## src/rtl/exp_pkg.sv

```systemverilog
// Shared constants and helpers for the fixed-point exponential unit.
// Reciprocal factorials feed the Horner coefficients; saturate clips to a signed width.
package exp_pkg;

    localparam int unsigned MaxTerms = 6;

    // Rounded 2^frac_bits / k!
    function automatic longint recip_fact(input int unsigned k, input int unsigned frac_bits);
        longint fact;
        longint one;
        fact = 1;
        for (int unsigned i = 2; i <= k; i++) begin
            fact = fact * longint'(i);
        end
        one = longint'(1) << frac_bits;
        return (one + fact / 2) / fact;
    endfunction

    function automatic longint saturate(input longint v, input int unsigned width);
        longint hi;
        longint lo;
        hi = (longint'(1) << (width - 1)) - 1;
        lo = -(longint'(1) << (width - 1));
        if (v > hi) begin
            return hi;
        end else if (v < lo) begin
            return lo;
        end
        return v;
    endfunction

endpackage

```

## src/rtl/exp_horner_stage.sv

```systemverilog
// One registered Horner step: acc_o = ((acc_i * x_i) >>> F) + Coef, with a valid bit.
module exp_horner_stage #(
    parameter int unsigned W    = 32,
    parameter int unsigned F    = 20,
    parameter longint      Coef = 0
) (
    input  logic                clk_i,
    input  logic                rst_ni,
    input  logic                valid_i,
    input  logic signed [W-1:0] acc_i,
    input  logic signed [W-1:0] x_i,
    output logic                valid_o,
    output logic signed [W-1:0] acc_o
);

    logic signed [2*W-1:0] prod;
    logic signed [W-1:0]   acc_d;
    logic signed [W-1:0]   acc_q;
    logic                  valid_q;

    always_comb begin
        prod  = (2*W)'(acc_i) * (2*W)'(x_i);
        acc_d = W'(prod >>> F) + W'(Coef);
    end

    always_ff @(posedge clk_i or negedge rst_ni) begin
        if (!rst_ni) begin
            valid_q <= 1'b0;
            acc_q   <= '0;
        end else begin
            valid_q <= valid_i;
            if (valid_i) begin
                acc_q <= acc_d;
            end
        end
    end

    assign valid_o = valid_q;
    assign acc_o   = acc_q;

endmodule

```

## src/rtl/exp_taylor.sv

```systemverilog
// Pipelined truncated-Taylor e^x in fixed point: clamp/capture, Horner chain,
// saturation to the output format, then delay padding to a fixed latency.
module exp_taylor
    import exp_pkg::*;
#(
    parameter int unsigned INPUT_WIDTH        = 33,
    parameter int unsigned INPUT_FRAC_BITS    = 16,
    parameter int unsigned OUTPUT_WIDTH       = 16,
    parameter int unsigned OUTPUT_FRAC_BITS   = 15,
    parameter int unsigned NUM_TERMS          = 4,
    parameter int unsigned INTERNAL_FRAC_BITS = 20,
    parameter int unsigned LATENCY            = 5
) (
    input  logic                    clk,
    input  logic                    rst_n,
    input  logic                    start_exp,
    input  logic [INPUT_WIDTH-1:0]  x_in,
    output logic [OUTPUT_WIDTH-1:0] y_out,
    output logic                    exp_done
);

    localparam int unsigned F         = INTERNAL_FRAC_BITS;
    localparam int unsigned W         = INTERNAL_FRAC_BITS + 12;
    localparam int unsigned Stages    = NUM_TERMS - 1;
    localparam int unsigned XDepth    = (Stages > 0) ? Stages : 1;
    localparam int          PadStages = int'(LATENCY) - int'(NUM_TERMS);
    localparam int          ShiftIn   = int'(F) - int'(INPUT_FRAC_BITS);
    localparam int          ShiftOut  = int'(F) - int'(OUTPUT_FRAC_BITS);
    localparam longint      XMax      = (longint'(8) << INPUT_FRAC_BITS) - 1;
    localparam longint      XMin      = -(longint'(8) << INPUT_FRAC_BITS);

    logic signed [INPUT_WIDTH-1:0] x_s;
    longint                        x_ext;
    longint                        x_clamp;
    longint                        x_conv;
    logic                          vld_q;
    // x_pipe_q[i] is the operand for Horner stage i, aligned with its accumulator.
    logic signed [W-1:0]           x_pipe_q [XDepth];

    assign x_s = x_in;

    always_comb begin
        x_ext   = longint'(x_s);
        x_clamp = x_ext;
        if (x_ext > XMax) begin
            x_clamp = XMax;
        end else if (x_ext < XMin) begin
            x_clamp = XMin;
        end
        if (ShiftIn >= 0) begin
            x_conv = x_clamp <<< ShiftIn;
        end else begin
            x_conv = x_clamp >>> (-ShiftIn);
        end
    end

    always_ff @(posedge clk or negedge rst_n) begin
        if (!rst_n) begin
            vld_q <= 1'b0;
            for (int i = 0; i < int'(XDepth); i++) begin
                x_pipe_q[i] <= '0;
            end
        end else begin
            vld_q <= start_exp;
            if (start_exp) begin
                x_pipe_q[0] <= W'(x_conv);
            end
            for (int i = 1; i < int'(XDepth); i++) begin
                x_pipe_q[i] <= x_pipe_q[i-1];
            end
        end
    end

    logic signed [W-1:0] acc_pipe [NUM_TERMS];
    logic                vld_pipe [NUM_TERMS];

    assign acc_pipe[0] = W'(recip_fact(NUM_TERMS - 1, F));
    assign vld_pipe[0] = vld_q;

    for (genvar i = 0; i < int'(Stages); i++) begin : g_stage
        exp_horner_stage #(
            .W    (W),
            .F    (F),
            .Coef (recip_fact(NUM_TERMS - 2 - i, F))
        ) u_stage (
            .clk_i   (clk),
            .rst_ni  (rst_n),
            .valid_i (vld_pipe[i]),
            .acc_i   (acc_pipe[i]),
            .x_i     (x_pipe_q[i]),
            .valid_o (vld_pipe[i+1]),
            .acc_o   (acc_pipe[i+1])
        );
    end

    longint                  sum_ext;
    logic                    sat_vld;
    logic [OUTPUT_WIDTH-1:0] sat_y;

    always_comb begin
        sum_ext = longint'(acc_pipe[Stages]);
        if (ShiftOut >= 0) begin
            sum_ext = sum_ext >>> ShiftOut;
        end else begin
            sum_ext = sum_ext <<< (-ShiftOut);
        end
        sat_y   = OUTPUT_WIDTH'(saturate(sum_ext, OUTPUT_WIDTH));
        sat_vld = vld_pipe[Stages];
    end

    logic                    tail_vld;
    logic [OUTPUT_WIDTH-1:0] tail_y;

    if (PadStages > 0) begin : g_pad
        logic                    pad_vld_q [PadStages];
        logic [OUTPUT_WIDTH-1:0] pad_y_q   [PadStages];

        always_ff @(posedge clk or negedge rst_n) begin
            if (!rst_n) begin
                for (int i = 0; i < PadStages; i++) begin
                    pad_vld_q[i] <= 1'b0;
                    pad_y_q[i]   <= '0;
                end
            end else begin
                pad_vld_q[0] <= sat_vld;
                pad_y_q[0]   <= sat_y;
                for (int i = 1; i < PadStages; i++) begin
                    pad_vld_q[i] <= pad_vld_q[i-1];
                    pad_y_q[i]   <= pad_y_q[i-1];
                end
            end
        end

        assign tail_vld = pad_vld_q[PadStages-1];
        assign tail_y   = pad_y_q[PadStages-1];
    end else begin : g_no_pad
        assign tail_vld = sat_vld;
        assign tail_y   = sat_y;
    end

    always_ff @(posedge clk or negedge rst_n) begin
        if (!rst_n) begin
            exp_done <= 1'b0;
            y_out    <= '0;
        end else begin
            exp_done <= tail_vld;
            if (tail_vld) begin
                y_out <= tail_y;
            end
        end
    end

endmodule

```

## config.mk

```make
export PLATFORM = sky130hd
export DESIGN_NAME = exp_taylor
export DESIGN_NICKNAME = d
export VERILOG_FILES = /design/src/rtl/exp_pkg.sv /design/src/rtl/exp_horner_stage.sv /design/src/rtl/exp_taylor.sv
export SDC_FILE = /design/constraint.sdc
export NUM_CORES = 2
export LEC_CHECK = 0
export ABC_AREA = 1
export CAP_MARGIN = 15
export CORE_MARGIN = 10
export CORE_UTILIZATION = 54
export DETAILED_ROUTE_END_ITERATION = 10
export MAX_ROUTING_LAYER = met4
export PLACE_DENSITY_LB_ADDON = 0.1
export SYNTH_ARGS = -nofsm -noshare
export SYNTH_HDL_FRONTEND = slang
export SYNTH_SLANG_ARGS = --single-unit
```

## constraint.sdc

```tcl
create_clock -name clk -period 11.7 [get_ports clk]
set_clock_uncertainty 0.2 [all_clocks]
set_input_delay 1.755 -clock clk [delete_from_list [all_inputs] [get_ports clk]]
set_output_delay 1.755 -clock clk [all_outputs]
set_load 0.01 [all_outputs]
```

==> summary.md <==
| Metric | Value |
|---|---|
| Cts repair resizes | `0` |
| Die Area | `157000 µm²` |
| Placer congestion estimate | `0.954` |
| CP Launch Point | `g_stage[0].u_stage.acc_o[13]` |
| CP dominant cell by count | `fa_1` |
| Final period util | `71.8%` |
| Met2 Routed Length | `around 120 mm` |
| Max Clock Freq | `between 100 and 150 MHz` |
| Global-route wire length before repair | `376 mm` |
| Initial antenna violation count | `4` |
| Final nets | `11900` |
| Root buf cell | `clkbuf_16` |
| CP Capture Type | `flop` |
| Max cap viols | `0` |
| Initial Util | `around 55%` |
| Async SR Flop Fraction | `100%` |
| Met3 Wirelength | `14.5 mm` |
| Status | `finished clean` |
| Via-to-Cell Ratio | `just over 5` |
| Max FO, Critical Path | `19` |
| Buffers on Ports | `52` |
| Clock Latency Late Sink | `slightly below 700 ps` |
| Number of flops mapped to enable cells by yosys | `0` |
| Most frequent cells in the layout | `inv_1 (3059), nand2_1 (2755), fa_1 (1765), ha_1 (522), nor2_1 (231)` |
| Unrepaired setup endpoints after global routing | `no` |
| Crit path DAT | `a little under 9000 ps` |
| Post-synth top flop | `dfrtp_1` |
| Cts bufs inserted | `31` |
| Drt drc | `0` |
| Metal1 wirelength | `92.6 mm` |
| Post-synthesis instance total | `9729` |
| Post-route minimum period | `between 8000 and 9000 ps` |
| Number of I/O pins | `53` |
| Flop and latch count out of synthesis | `around 210` |
| Final setup violation count | `0` |
| Clock sinks | `~210` |
| Area grow syn2layout | `4.72%` |
| Syn nets | `12100` |
| Routed Antenna Nets | `0` |
| Largest stage delay on the critical path | `about 800 ps` |
| Final hold violations | `0` |
| CTS Hold Buffers Added | `0` |
| DIE HEIGHT | `a little under 400 µm` |
| Total track usage | `between 30% and 40%` |
| Post-synthesis sequential area ratio | `approximately 7.0%` |
| Setup TNS | `0 ps` |
| Element type at the critical path start | `flop` |
| Hold path cells | `0` |
| Die width | `between 300 and 400 µm` |
| Number of global-route vias before repair | `about 65000` |
| Via count | `roughly 60000` |
| Layout cells sized above 1 | `under 10%` |
| Clk slew on worst S/H paths | `~70 ps` |
| CTS H-Tree Depth | `1` |
| Synthesized area per cell | `a little under 8 µm²` |
| Hpwl dp | `between 150 and 200 mm` |
| Synthesized area | `76300 µm²` |
| Grt ovf | `0` |
| Wire per inst | `roughly 21 µm` |
| Setup CP Type | `reg -> reg` |
| Rows | `between 100 and 150` |
| Fin. max-slew vios | `0` |
| Fillers | `approximately 13000` |
| DR top layer | `met4` |
| Post-synthesis cell type count | `51` |
| Clock tree buffer depth | `3` |
| CTS tree | `built` |
| Critical path's slowest cell | `dfrtp_1` |
| Max-slew headroom | `20.9%` |
| Yosys warning count | `0` |
| Largest net degree at the start of global routing | `between 60 and 70` |
| Reg2reg start | `g_stage[0].u_stage.acc_o[13]` |
| Tightest Pin Transition | `1190 ps` |
| Routed WL | `239 mm` |
| Hold_ws | `around 150 ps` |
| Area post-placement | `78700 µm²` |
| Hold Crit Start | `g_stage[2].u_stage.valid_o` |
| Most common cell after layout, fill and taps aside | `inv_1` |
| Reg2Reg Depth | `31` |
| Critical Path RT | `~12000 ps` |
| Core area | `roughly 140000 µm²` |
| Post-route design area | `roughly 80000 µm²` |
| Worst Hold Class | `reg -> reg` |
| Setup Buffers After CTS | `0` |
| Detailed Route Iter0 Violations | `approximately 3800` |
| DRT Pass-1 Iters | `6` |
per-layer routing:
| metal | vias to the layer above | GRT usage [%] |
|---|---|---|
| met5 | - | - |
| met2 | 2037 | 54.2 |
| met1 | 30000 | 38.1 |
| li1 | 26800 | - |
| met4 | 0 | 15.2 |
| met3 | 578 | 4.12 |
synth_stat cells, types with 48 or more instances:
cell      count  area share [%]
nand4_1      48            0.39
nor2_1      231             1.1
nand3_1     155             1.0
a21oi_1     124            0.81
nand2_1    2755              14
inv_1      3059              15
o21ai_0     116            0.76
ha_1        522             8.6
dfrtp_1     213             7.0
buf_1        56            0.28
clkbuf_1    290             1.4
fa_1       1765              46
state kept, by name, indices dropped and copies added, names as in the netlist:
name	flops
vld_q	1
g_stage.u_stage.valid_o	3
exp_done	1
x_pipe_q	84
y_out	16
g_pad.pad_vld_q	1
g_pad.pad_y_q	16
g_stage.u_stage.acc_o	91
final timing paths:
check	endpoint	slack, ps
setup / recovery	g_stage[1].u_stage.acc_o[28]	3300
hold / removal	g_pad.pad_vld_q	150
setup reg to reg	g_stage[1].u_stage.acc_o[28]	3300
hold reg to reg	g_pad.pad_vld_q	150
max in group asynchronous	g_stage[0].u_stage.acc_o[14]	8420
min in group asynchronous	g_stage[2].u_stage.acc_o[17]	780
cell type report:
| type | count | area (µm²) | area share, % |
|---|---|---|---|
| tap | 1876 | 2350 | 2.94 |
| inverter | 3085 | 11600 | 14.5 |
| antenna | 7 | 17.5 | 0.0219 |
| timing repair buffer | 181 | 1510 | 1.90 |
| multi-input combinational | 6066 | 58000 | 72.6 |
| sequential | 213 | 5340 | 6.69 |
| clock buffer | 37 | 828 | 1.04 |
| clock inverter | 20 | 282 | 0.352 |
kinds of logic after synthesis:
kind of cell,count (synthesis),share of synthesized area (%)
muxes,16,0.236
and+or+nand+nor,3374,17.8
DFF,213,6.99
xor gates and xnor gates,65,0.746
adders and majority gates,2287,54.9
AOI/OAI and AO/OA,324,2.35
buffers and inverters,3450,17.0
worst max-delay path: cells and delay by family (launching register included):
kind	cells	cell delay (ps)
adder cells (fa/ha/maj)	10	4410
AND/OR/NAND/NOR	10	1050
AO/OA/AOI/OAI	3	930
buffers and inverters	8	880
flip-flops	1	800
per-stage QoR:
| stage | setup slack, ps | utilization [%] | cells |
|---|---|---|---|
| after detailed placement | 3350 | 56.3 | 11400 |
| after global routing | 2870 | 57.1 | 11500 |
| after floorplan | 4560 | - | 9729 |
| after CTS | 3310 | 57.1 | 11500 |
| final | 3300 | 57.1 | 11500 |
| after global placement | 3400 | 56.3 | 11400 |
Power is left out: the tool's default activity adds up to more than one toggle a clock period on the data nets, which glitch-free logic cannot reach.
